`src/rtl/led_pattern_seq_if.sv`:
```
// Control/status bundle between an LED demo controller (master) and led_pattern_seq (slave).
interface led_pattern_seq_if #(
  parameter int unsigned LED_BITS = 16
) ();
  logic [1:0]          mode;
  logic [1:0]          speed;
  logic                pause;
  logic [LED_BITS-1:0] led;
  logic                step;
  logic                dir;

  modport master (output mode, speed, pause, input led, step, dir);
  modport slave  (input mode, speed, pause, output led, step, dir);
endinterface

```
`src/rtl/led_pattern_seq.sv`:
```
// LED pattern sequencer: prescaler-timed rotate / bounce / fill-drain / count engine.
// Define LED_SEQ_GRAY_EN to show the count mode as Gray code instead of binary.
module led_pattern_seq #(
  parameter int unsigned LED_BITS      = 16,
  parameter int unsigned PRESCALE_BITS = 21
) (
  input  logic             clk,
  input  logic             rst,
  led_pattern_seq_if.slave bus
);

  typedef enum logic [1:0] {
    MODE_ROTATE = 2'd0,
    MODE_BOUNCE = 2'd1,
    MODE_FILL   = 2'd2,
    MODE_COUNT  = 2'd3
  } mode_e;

  localparam logic [PRESCALE_BITS-1:0] CNT_ONES = '1;
  localparam logic [LED_BITS-1:0]      LED_SEED = LED_BITS'(1);

  mode_e                    mode_q, mode_d;
  logic [PRESCALE_BITS-1:0] cnt_q, cnt_d;
  logic [LED_BITS-1:0]      led_q, led_d;
  logic [LED_BITS-1:0]      bin_q, bin_d;
  logic                     dir_q, dir_d;
  logic                     step_q, step_d;
  logic                     fill_q, fill_d;

  mode_e                    mode_in;
  logic [PRESCALE_BITS-1:0] term_mask;
  logic                     terminal;
  logic                     mode_chg;
  logic                     fill_bit;
  logic [LED_BITS-1:0]      led_shl, led_shr;

  function automatic logic [LED_BITS-1:0] seed_of(input mode_e m);
    return ((m == MODE_ROTATE) || (m == MODE_BOUNCE)) ? LED_SEED : '0;
  endfunction

  function automatic logic [LED_BITS-1:0] count_view(input logic [LED_BITS-1:0] b);
`ifdef LED_SEQ_GRAY_EN
    return b ^ (b >> 1);
`else
    return b;
`endif
  endfunction

  assign mode_in   = mode_e'(bus.mode);
  assign mode_chg  = (mode_in != mode_q);
  // Only the low (PRESCALE_BITS - speed) bits take part in the terminal test.
  assign term_mask = CNT_ONES >> bus.speed;
  assign terminal  = &(cnt_q | ~term_mask);
  assign led_shl   = led_q << 1;
  assign led_shr   = led_q >> 1;

  always_comb begin
    mode_d   = mode_q;
    cnt_d    = cnt_q;
    led_d    = led_q;
    bin_d    = bin_q;
    dir_d    = dir_q;
    fill_d   = fill_q;
    step_d   = 1'b0;
    fill_bit = fill_q;

    if (mode_chg) begin
      mode_d = mode_in;
      cnt_d  = '0;
      led_d  = seed_of(mode_in);
      bin_d  = '0;
      dir_d  = 1'b0;
      fill_d = 1'b1;
    end else if (!bus.pause) begin
      cnt_d = cnt_q + PRESCALE_BITS'(1);
      if (terminal) begin
        step_d = 1'b1;
        unique case (mode_q)
          MODE_ROTATE: led_d = {led_q[LED_BITS-2:0], led_q[LED_BITS-1]};
          MODE_BOUNCE: begin
            // Direction flips on the step that lands on an end bit.
            if (!dir_q) begin
              led_d = led_shl;
              dir_d = led_shl[LED_BITS-1];
            end else begin
              led_d = led_shr;
              dir_d = !led_shr[0];
            end
          end
          MODE_FILL: begin
            fill_bit = fill_q ? !led_q[LED_BITS-1] : (led_q == '0);
            led_d    = {led_q[LED_BITS-2:0], fill_bit};
            fill_d   = fill_bit;
            dir_d    = !fill_bit;
          end
          MODE_COUNT: begin
            bin_d = bin_q + LED_BITS'(1);
            led_d = count_view(bin_q + LED_BITS'(1));
          end
          default: ;
        endcase
      end
    end
  end

  always_ff @(posedge clk) begin
    if (rst) begin
      mode_q <= MODE_ROTATE;
      cnt_q  <= '0;
      led_q  <= LED_SEED;
      bin_q  <= '0;
      dir_q  <= 1'b0;
      step_q <= 1'b0;
      fill_q <= 1'b1;
    end else begin
      mode_q <= mode_d;
      cnt_q  <= cnt_d;
      led_q  <= led_d;
      bin_q  <= bin_d;
      dir_q  <= dir_d;
      step_q <= step_d;
      fill_q <= fill_d;
    end
  end

  assign bus.led  = led_q;
  assign bus.step = step_q;
  assign bus.dir  = dir_q;

endmodule
```
`src/flat_wrapper.sv`:
```
// flat-port wrapper written by rule: the top's interface ports become plain ports
module led_pattern_seq_flat 
#(
  parameter int unsigned LED_BITS      = 16,
  parameter int unsigned PRESCALE_BITS = 21
)
  (clk, rst, bus_mode, bus_speed, bus_pause, bus_led, bus_step, bus_dir);
  led_pattern_seq_if #(.LED_BITS(LED_BITS)) bus_i ();
  input  logic clk;
  input  logic rst;
  input wire logic [$bits(bus_i.mode)-1:0] bus_mode;
  input wire logic [$bits(bus_i.speed)-1:0] bus_speed;
  input wire logic [$bits(bus_i.pause)-1:0] bus_pause;
  output wire logic [$bits(bus_i.led)-1:0] bus_led;
  output wire logic [$bits(bus_i.step)-1:0] bus_step;
  output wire logic [$bits(bus_i.dir)-1:0] bus_dir;
  assign bus_i.mode = bus_mode;
  assign bus_i.speed = bus_speed;
  assign bus_i.pause = bus_pause;
  assign bus_led = bus_i.led;
  assign bus_step = bus_i.step;
  assign bus_dir = bus_i.dir;
  led_pattern_seq #(.LED_BITS(LED_BITS), .PRESCALE_BITS(PRESCALE_BITS)) u_core (.clk(clk), .rst(rst), .bus(bus_i));
endmodule
```
`config.mk`:
```
export PLATFORM = sky130hd
export DESIGN_NAME = led_pattern_seq_flat
export DESIGN_NICKNAME = d
export VERILOG_FILES = /design/src/rtl/led_pattern_seq_if.sv /design/src/rtl/led_pattern_seq.sv /design/src/flat_wrapper.sv
export SDC_FILE = /design/constraint.sdc
export NUM_CORES = 1
export LEC_CHECK = 0
export ABC_AREA = 1
export CORE_ASPECT_RATIO = 1.2
export CORE_MARGIN = 1.5
export CORE_UTILIZATION = 56
export CTS_CLUSTER_SIZE = 40
export DETAILED_ROUTE_END_ITERATION = 8
export MAX_ROUTING_LAYER = met4
export PLACE_DENSITY = 0.77
export SYNTH_ARGS = -nofsm -noshare
export SYNTH_HDL_FRONTEND = slang
export SYNTH_SLANG_ARGS = --single-unit
```
`constraint.sdc`:
```
create_clock -name clk -period 1.9 [get_ports clk]
set_input_delay 0.38 -clock clk [delete_from_list [all_inputs] [get_ports clk]]
set_output_delay 0.38 -clock clk [all_outputs]
set_load 0.005 [all_outputs]
```
==> flow_metrics.tcl <==
set metrics [dict create \
    finalCritPeriodShare_pct 93.9 \
    n_antenna_cell 0 \
    power_mw 2.88 \
    die_x_um 74.5 \
    vias_per_cell 5.39 \
    skew_ns 0.0117 \
    place_inst 625 \
    final_util_pct 70.6 \
    cts_tree "done" \
    wire_per_inst_um 13.6 \
    place.port_buffers 24 \
    status "complete, no violations" \
    yosys.area.top_type "dfxtp_1" \
    arrival_ns 1.40 \
    num_vias 3466 \
    final_common_cell "nand2_1" \
    vdd_drop_max_mv 0.741 \
    cellPowerDensity_nw_per_um2 684 \
    tightest_slew_ns 0.449 \
    start_util_pct 57.5 \
    grt_start_max_net_pins 29 \
    fp.dieH_um 88.8 \
    min_period_ns 1.78 \
    cts_buffers 9 \
    num_rows 31 \
    cap_violations 0 \
    synth_seq_cells 58 \
    p_comb_share_pct 6.6 \
    synth_top_area_share_pct 33.8 \
    fillers 544 \
    synthCells 504 \
    synth.top_cells.by_area "dfxtp_1, nand2_1, inv_1" \
    slowest_delay_ns 0.57 \
    critical_path_class "flop to output port" \
    dp_slack_ns -0.161 \
    overflow 0 \
    synth_nets 517 \
    worst_slack_ns 0.115 \
    clkTransAtPathRegs_ns 0.08 \
    grt_pass1_wl_um 14200 \
    drc 0 \
    finalSetupViolations 0 \
    antenna_found_initial 0 \
    p_switching_uw 644 \
    dp_hpwl_um 6260 \
    slew_headroom_pct 69.9 \
    p_int_mw 2.24 \
    min-delay-path-class "flop to flop" \
    fin_cells 643 \
    routed_wl_um 8770 \
    io_pins 25 \
    hold_violations 0 \
    drtIter0Drc 261 \
    core-area_sq_um 5970 \
    gp_congestion 0.916 \
    grt_usage_pct 28.9 \
    drtPass1Iterations 5 \
    ant_nets 0 \
    cp_cell_sequence "clkdlybuf4s50_1" \
    drive_above_1_share_pct 13.7 \
    placed_cell_area_sq_um 3910 \
    path_buf_inv 1 \
    yosysWarnings 0 \
    critPathMaxFanout 9 \
    cts_buffer_depth 2 \
    final_area_sq_um 4220 \
    fmax_mhz 560 \
    p_seq_share_pct 42.6 \
    yosys.cell_types.count 36 \
    cts.sinks 58 \
    root_buffer "clkbuf_8" \
    area_growth_pct 22.9 \
    fin_nets 569 \
    cp-start-kind "flop" \
    syn-cell-area_sq_um 3430 \
    timing.setup.tns_ns 0 \
    worst_path_max_delay_cell "clkdlybuf4s50_1" \
    dieArea_sq_um 6610 \
    holdWs_ns 0.482 \
    maxSlewViolCount 0 \
    leakage_nw 1.65 \
    critPathRequiredTime_ns 1.52 \
    rsz0062_at_grt "false" \
    clock_latency_ns 0.35 \
    grt_pass1_vias 3165 \
    final_cell_mix "nand2_1, inv_1, nor2_1" \
    pwr-share-clk_pct 50.8 \
    ys_seq_area_share_pct 33.8 \
    switching_share_pct 22.3 \
    end_kind "output port" \
    syn_area_per_cell_sq_um 6.81 \
    cp_top_family "buffers and inverters" \
    h-tree-depth 3 \
]
[state kept, by name, summed over array words and instances, names as in the netlist]
register / cells
u_core.bin_q: 16
u_core.bus.dir: 1
u_core.bus.led: 16
u_core.bus.step: 1
u_core.cnt_q: 21
u_core.fill_q: 1
u_core.mode_q: 2
[area by class of cell]
class                           count  area, sq um  share of cell area (%)
Clock buffer                       12          155                    3.68
Clock inverter                      4         97.6                    2.31
Inverter                           74          280                    6.64
Multi-Input combinational cell    363         1960                    46.5
Sequential cell                    58         1160                    27.6
Tap cell                           82          103                    2.43
Timing Repair Buffer               50          460                    10.9
[Yosys cell counts, drive strengths merged]
master	n
nand2	99
inv	73
nor2	72
dfxtp	58
nand3	49
o21ai	42
a21oi	39
nand4	18
xor2	13
buf	9
nor3	8
ha	6
a22oi	5
o211ai	3
o21a	2
a211oi	1
a31oi	1
and3	1
clkinv	1
nand3b	1
o221ai	1
o32ai	1
xnor2	1
[per-layer routing]
metal / global-route usage, % / share of wire, % / up-vias
met1: 33.8 / 44 / 1603
li1: - / - / 1760
met2: 47.2 / 49 / 77
met3: 4.56 / 3.0 / 26
met5: - / 0 / -
met4: 15.0 / 3.9 / 0
[power by group through the flow]
stage                     clock (mW)  sequential (mW)  combinational (mW)
final                           1.47             1.23               0.191
after global routing            1.52             1.23               0.208
after CTS                       1.47             1.23               0.182
after detailed placement           0             1.25               0.181
after global placement             0             1.25               0.178
after floorplan                    0             1.25               0.114
[final timing paths]
check,from,end,slack [ns],cells past startpoint
worst min-delay path,u_core.cnt_q[15]$_SDFFE_PP0N_,u_core.cnt_q[15]$_SDFFE_PP0N_,0.48,2
worst max-delay path,u_core.bus.dir$_SDFFE_PP0P_,bus_dir,0.12,1
worst max register to register,u_core.cnt_q[1]$_SDFFE_PP0N_,u_core.bin_q[3]$_SDFFE_PP0P_,0.18,7
worst min register to register,u_core.cnt_q[15]$_SDFFE_PP0N_,u_core.cnt_q[15]$_SDFFE_PP0N_,0.48,2
[kinds of logic after synthesis]
logic type | share of synthesized area (%)
compound gates | 15.1
fa+ha+maj | 2.19
simple gates | 35.3
buf+inv | 10.1
xor+xnor | 3.57
flops | 33.8
[timing repair]
action                     CTS  global route
setup buffers                0             2
setup endpoints to repair    0            24
resized for setup            0             8
hold buffers                 0             0
Power figures use the tool's default switching activity.
